--- config.mk ---
export PLATFORM = sky130hd
export DESIGN_NAME = track_tile_buffer
export DESIGN_NICKNAME = d
export VERILOG_FILES = /design/src/rtl/track_tile_buffer.sv
export SDC_FILE = /design/constraint.sdc
export NUM_CORES = 1
export LEC_CHECK = 0
export BUFFER_PORTS_ARGS = -buffer_cell sky130_fd_sc_hd__buf_2
export CELL_PAD_IN_SITES_DETAIL_PLACEMENT = 2
export CELL_PAD_IN_SITES_GLOBAL_PLACEMENT = 2
export CORE_MARGIN = 8
export CORE_UTILIZATION = 34
export DETAILED_ROUTE_END_ITERATION = 12
export PLACE_DENSITY = 0.65
export SKIP_LAST_GASP = 1
export SLEW_MARGIN = 20
export SYNTH_ARGS = -nofsm -noshare
export SYNTH_HDL_FRONTEND = slang
export SYNTH_SLANG_ARGS = --single-unit
--- constraint.sdc ---
create_clock -name clk -period 8.8 [get_ports clk]
set_clock_uncertainty 0.1 [all_clocks]
set_input_delay 0.44 -clock clk [delete_from_list [all_inputs] [get_ports clk]]
set_output_delay 0.44 -clock clk [all_outputs]
set_load 0.01 [all_outputs]
--- src/rtl/track_tile_buffer.sv ---
// track_tile_buffer: scrolling ring of track rows feeding the colour mixer.
//   clk, rst_n           clock, async active-low reset
//   advance_row          ball crossed a row boundary (queues one new row)
//   index_x/index_y      lane / relative row of the current pixel
//   pix_valid            lookup request; tile_out/tile_valid follow 2 cycles later
//   clr_valid/x/y        coin-clear request, accepted while clr_ready=1
//   base_row             count of rows retired (mod 2048)
//   busy                 FSM not idle
// Row 0 of the ring (slot head) is the ball row. New rows come from a
// Galois LFSR; a row is never allowed to be entirely obstacles.

// Maps a raw 2-bit LFSR field to a tile type (3 is folded to empty).
module track_tile_lane (
  input  logic [1:0] raw,
  output logic [1:0] tile
);
  assign tile = (raw == 2'd3) ? 2'd0 : raw;
endmodule

module track_tile_buffer #(
  parameter int          ROWS      = 16,
  parameter int          LANES     = 5,
  parameter logic [15:0] SEED      = 16'hACE1,
  parameter int          SAFE_ROWS = 3
) (
  input  logic        clk,
  input  logic        rst_n,
  input  logic        advance_row,
  input  logic [2:0]  index_x,
  input  logic [10:0] index_y,
  input  logic        pix_valid,
  output logic [1:0]  tile_out,
  output logic        tile_valid,
  input  logic        clr_valid,
  input  logic [2:0]  clr_x,
  input  logic [10:0] clr_y,
  output logic        clr_ready,
  output logic [10:0] base_row,
  output logic        busy
);
  localparam int RW = $clog2(ROWS);

  typedef logic [LANES-1:0][1:0] row_t;
  typedef enum logic [2:0] {INIT_GEN, INIT_WR, IDLE, GEN, WR, CLR} state_t;

  state_t         state, state_nxt;
  logic [15:0]    lfsr, lfsr_nxt;
  logic [RW-1:0]  head, init_cnt;
  logic [1:0]     pending, pending_nxt;
  logic [2:0]     clr_x_q;
  logic [10:0]    clr_y_q;
  row_t           mem [ROWS];

  // ---------------- row generation ----------------
  row_t       raw_row, gen_row, new_row;
  logic       all_obs;
  logic [2:0] force_lane;

  assign lfsr_nxt = {1'b0, lfsr[15:1]} ^ (lfsr[0] ? 16'hB400 : 16'h0000);

  for (genvar g = 0; g < LANES; g++) begin : g_lane
    assign raw_row[g] = lfsr[2*g +: 2];
    track_tile_lane u_lane (.raw(raw_row[g]), .tile(gen_row[g]));
  end

  // Generated in the cycle after the step, so lfsr already holds the post-step value.
  always_comb begin
    new_row    = gen_row;
    all_obs    = 1'b1;
    force_lane = 3'(int'(lfsr[15:13]) % LANES);
    for (int l = 0; l < LANES; l++)
      if (gen_row[l] != 2'd2) all_obs = 1'b0;
    if (all_obs) new_row[force_lane] = 2'd0;
  end

  // ---------------- coin clear ----------------
  logic [RW-1:0] clr_slot;
  row_t          clr_row, clr_wrow;
  logic          clr_hit;

  always_comb begin
    clr_slot = head + clr_y_q[RW-1:0];
    clr_row  = mem[clr_slot];
    clr_wrow = clr_row;
    clr_hit  = 1'b0;
    if (clr_y_q < 11'(ROWS) && clr_x_q < 3'(LANES)) begin
      clr_hit           = (clr_row[clr_x_q] == 2'd1);
      clr_wrow[clr_x_q] = 2'd0;
    end
  end

  // ---------------- FSM ----------------
  logic          lfsr_step, mem_we, adv_head, clr_take;
  logic [RW-1:0] mem_wslot;
  row_t          mem_wdata;

  always_comb begin
    state_nxt = state;
    lfsr_step = 1'b0;
    mem_we    = 1'b0;
    mem_wslot = head;
    mem_wdata = new_row;
    adv_head  = 1'b0;
    clr_take  = 1'b0;
    case (state)
      INIT_GEN: begin
        lfsr_step = 1'b1;
        state_nxt = INIT_WR;
      end
      INIT_WR: begin
        mem_we    = 1'b1;
        mem_wslot = init_cnt;
        if (int'(init_cnt) < SAFE_ROWS) mem_wdata = '0;
        state_nxt = (init_cnt == RW'(ROWS-1)) ? IDLE : INIT_GEN;
      end
      IDLE: begin
        if (pending != 2'd0) state_nxt = GEN;
        else if (clr_valid) begin
          clr_take  = 1'b1;
          state_nxt = CLR;
        end
      end
      GEN: begin
        lfsr_step = 1'b1;
        state_nxt = WR;
      end
      WR: begin
        // slot head holds the row just retired; it becomes the new far row
        mem_we    = 1'b1;
        adv_head  = 1'b1;
        state_nxt = IDLE;
      end
      CLR: begin
        if (clr_hit) begin
          mem_we    = 1'b1;
          mem_wslot = clr_slot;
          mem_wdata = clr_wrow;
        end
        state_nxt = IDLE;
      end
      default: state_nxt = IDLE;
    endcase
  end

  // Saturating row request counter; a WR consuming one frees room for a new pulse.
  logic pend_inc;
  always_comb begin
    pend_inc    = advance_row && (pending != 2'd3 || adv_head);
    pending_nxt = pending;
    if (pend_inc && !adv_head)      pending_nxt = pending + 2'd1;
    else if (!pend_inc && adv_head) pending_nxt = pending - 2'd1;
  end

  always_ff @(posedge clk or negedge rst_n) begin
    if (!rst_n) begin
      state    <= INIT_GEN;
      lfsr     <= SEED;
      head     <= '0;
      init_cnt <= '0;
      pending  <= 2'd0;
      base_row <= 11'd0;
      clr_x_q  <= 3'd0;
      clr_y_q  <= 11'd0;
    end else begin
      state   <= state_nxt;
      pending <= pending_nxt;
      if (lfsr_step)         lfsr     <= lfsr_nxt;
      if (state == INIT_WR)  init_cnt <= init_cnt + 1'b1;
      if (adv_head) begin
        head     <= head + 1'b1;
        base_row <= base_row + 11'd1;
      end
      if (clr_take) begin
        clr_x_q <= clr_x;
        clr_y_q <= clr_y;
      end
    end
  end

  // No reset: contents are rebuilt by INIT.
  always_ff @(posedge clk) begin
    if (mem_we) mem[mem_wslot] <= mem_wdata;
  end

  // ---------------- lookup pipeline ----------------
  logic [2:1]    vld_pipe;
  logic [RW-1:0] slot_q;
  logic [2:0]    lane_q;
  logic          ok_q;

  always_ff @(posedge clk or negedge rst_n) begin
    if (!rst_n) begin
      vld_pipe <= '0;
      slot_q   <= '0;
      lane_q   <= 3'd0;
      ok_q     <= 1'b0;
      tile_out <= 2'd0;
    end else begin
      vld_pipe <= {vld_pipe[1], pix_valid};
      slot_q   <= head + index_y[RW-1:0];
      lane_q   <= index_x;
      ok_q     <= pix_valid && index_y < 11'(ROWS) && index_x < 3'(LANES);
      tile_out <= ok_q ? mem[slot_q][lane_q] : 2'd0;
    end
  end

  assign tile_valid = vld_pipe[2];
  assign busy       = (state != IDLE);
  assign clr_ready  = (state == IDLE) && (pending == 2'd0);

endmodule

==> impl_metrics.csv <==
group,metric,value,unit
run_status,status,"complete, but fails checks",
run_status,violations,"negative hold slack",
sta,setup_viol,0,
sta,worst_slack,2.96,ns
global_route,grt_antenna_before_repair,0,
synth,synth_edf_count,160,
sta,period_share,0.663,
hold_path,worstHoldPathType,"primary input to async pin",
placed_design,dp_hpwl,22000,um
global_route,overflow,0,
detailed_routing,routed_wl,31500,um
detailed_routing,drc,0,
worst_setup_path,cpPeakStageDelay,0.73,ns
worst_setup_path,critPathCaptureType,"register",
sta,period_needed,5.84,ns
synth,synth.distinct_cells,63,
floorplanning,die-area,0.0389,mm^2
cells_and_area,multi_input_area,0.00442,mm^2
synth,synthCells,702,
sta,holdWs,-0.00868,ns
worst_setup_path,worstSetupPathType,"register to register",
sta,max_freq,171,MHz
pwr,leakage,4.71,nW
cells_and_area,syn_to_final_growth,15.4,%
worst_setup_path,cp_cell_sequence,"ha_4 > buf_4 > mux4_1 > mux2_2 > a2111oi_0 > o311ai_1 > nor4_4 > mux2i_1 > nand3_1 > and3b_1",
worst_setup_path,r2r_setup_slack,2.96,ns
sta,setup_tns,0,ns
sta,tightest_slew,0.883,ns
clock_network,htree_levels,1,
synth,synth_fp_nets,749,
worst_setup_path,crit_required,8.86,ns
global_route,grt_max_degree,67,
pwr,ir_worst_vdd,0.000263,V
placed_design,dp_slack,2.87,ns
worst_setup_path,ff2ff_path_depth,10,
sta,rsz0062_at_grt,"false",
placed_design,dp.cells,1182,
synth,synth_top_cell_by_area,"edfxtp_1",
cells_and_area,diodes,0,
detailed_routing,first_pass_iters,4,
global_route,grt_pass1_vias,7736,
worst_setup_path,reg2reg_from,"head[0]",
placed_design,gp_congestion,0.793,
worst_setup_path,path_max_fanout,38,
worst_setup_path,cp.arrival,5.89,ns
clock_network,cts_root_buf,"clkbuf_16",
cells_and_area,final_nets,819,
clock_network,cts_buffers,26,
synth,yosys_warnings,0,
worst_setup_path,timing.rr.end,"mem[13][5]",
synth,synth.ff_latch_count,226,
synth,synth_area_leaders,"edfxtp_1 (43%), mux4_2 (15%), dfrtp_1 (13%)",
sta,slew_headroom,0.411,
detailed_routing,drt_iter0_drc,427,
detailed_routing,wl_per_cell,25.5,um
floorplanning,start_util,0.344,
detailed_routing,viasPerCell,5.49,
clock_network,insertion_delay,0.53,ns
pwr,power.total,5.60,mW
placed_design,port_buffers,48,
cells_and_area,layout-drive-gt1-share,0.327,
placed_design,dpl_cell_area,0.0119,mm^2
cells_and_area,fillers,3147,
clock_network,cts_resized,0,
sta,slew_violations,0,
cells_and_area,instances_no_fill,1234,
synth,syn_area_per_cell,15.9,um^2
global_route,grt_pass1_wl,48900,um
floorplanning,core,0.0325,mm^2
floorplanning,die_w,197,um
sta,hold_viol_final,10,
worst_setup_path,slowest_stage,"nor4_4",
global_route,grt.total_usage,0.165,
clock_network,clk_pin_slew_worst_paths,0.06,ns
worst_setup_path,worst_setup_path_start_kind,"register",
synth,synthArstFlopShare,0.292,
cells_and_area,post-route-cell-area,0.0129,mm^2
clock_network,cts_tree,"yes",
synth,ys.flop_type,"edfxtp_1",
floorplanning,io_pins,49,
pwr,powerDensity,435,mW/mm^2
floorplanning,dieHeight,197,um
flow_run,cap_viol_max_count,0,
synth,seq_area_frac_synth,0.580,
clock_network,cts.sinks,226,
clock_network,clockBufferDepth,3,
floorplanning,rows,66,
synth,synth_top_cell_area_share,0.431,
cells_and_area,register_area,0.00647,mm^2
detailed_routing,vias,6774,
detailed_routing,ant_nets,0,
synth,syn_area,0.0112,mm^2
worst max-delay path: cells and delay by family (launching register included):
kind	cells	cell delay, ns
buf+inv	1	0.64
compound gates	2	0.63
mux	3	1.23
fa+ha+maj	1	0.70
simple gates	3	1.62
flops	1	0.48
worst max path at each step:
stage	slack (ns)	depth (start not counted)	start	to
6_report	2.96	10	head[0]	mem[13][5]
5_1_grt	2.59	10	head[0]	mem[13][1]
4_1_cts	2.85	10	head[0]	mem[12][3]
3_5_place_dp	2.87	10	head[0]	mem[12][3]
3_3_place_gp	3.11	10	head[0]	mem[13][2]
2_1_floorplan	3.99	12	head[0]	mem[12][0]
routing by layer:
metal	wire (um)	track usage
met1	13500	0.212
met2	15400	0.279
met3	1620	0.0322
met4	982	0.0518
met5	0	0
per-stage QoR:
| step | utilization | hold slack [ns] |
|---|---|---|
| after global placement | 0.368 | 0.237 |
| after floorplan | - | 0.0444 |
| after detailed placement | 0.368 | 0.236 |
| after CTS | 0.396 | 0.0139 |
| after global routing | 0.397 | 0.0303 |
| final | 0.397 | -0.00868 |
kinds of logic (layout without fill, tap and decap cells):
| family | count (synthesis) | count (layout) | synth area share |
|---|---|---|---|
| AOI/OAI and AO/OA | 70 | 70 | 0.0425 |
| xor gates and xnor gates | 27 | 27 | 0.0212 |
| adders and majority gates | 14 | 14 | 0.0171 |
| buffers and inverters | 53 | 143 | 0.0268 |
| DFF | 226 | 226 | 0.580 |
| muxes | 169 | 169 | 0.244 |
| and+or+nand+nor | 143 | 143 | 0.0683 |
cells in the mapped netlist (3+ instances only):
master,count
a21o_1,4
a21oi_1,16
and3_1,3
and3b_1,4
buf_1,4
buf_12,3
buf_2,5
buf_6,5
clkbuf_1,17
dfrtp_1,58
dfstp_2,8
edfxtp_1,160
ha_1,12
inv_1,16
mux2_2,48
mux2i_1,42
mux4_2,75
nand2_1,36
nand2b_1,6
nand3_1,15
nand4_1,6
nor2_1,30
nor2b_1,5
nor3_1,7
nor3b_1,14
nor4_1,5
o21ai_0,13
o22ai_1,5
o32ai_1,5
xnor2_1,18
xor2_1,9
state kept, by name, indices dropped and copies added, names as in the netlist, 3 cells and up:
register	flops
clr_x_q	3
head	4
clr_y_q	11
init_cnt	4
mem	160
slot_q	4
lane_q	3
base_row	11
lfsr	16
state	3
cells in the final DEF, fill, tap and decap left out, types with 6 or more instances in the layout:
master,count
mux2_2,48
mux4_2,75
nand4_1,6
nand3_1,15
xnor2_1,18
clkbuf_16,27
nor3b_1,14
edfxtp_1,160
nor3_1,6
nor2_1,30
nand2b_1,6
a21oi_1,16
nand2_1,36
mux2i_1,42
ha_1,11
dfrtp_1,57
buf_2,48
o21ai_0,13
inv_1,16
xor2_1,8
dfstp_2,8
buf_4,26
power breakdown:
| part | leakage, nW | total (mW) | internal, mW | switching [mW] |
|---|---|---|---|---|
| clock network | 0.428 | 1.12 | 0.677 | 0.446 |
| logic | 1.98 | 2.77 | 1.20 | 1.57 |
| registers | 2.30 | 1.71 | 1.51 | 0.202 |
area by class of cell:
| cell class | count | area share |
|---|---|---|
| inverters | 17 | 0.00496 |
| flip-flops and latches | 226 | 0.502 |
| clock buffers | 29 | 0.0531 |
| repair buffers | 78 | 0.0369 |
| clock inverters | 19 | 0.0161 |
| multi-input cells | 423 | 0.344 |
| well taps | 442 | 0.0430 |
timing repair:
action | 4_1_cts | 5_1_grt
buffers inserted | 0 | 0
hold endpoints to repair | 4 | 0
hold buffers | 4 | 0
(Power assumes the default switching activity.)
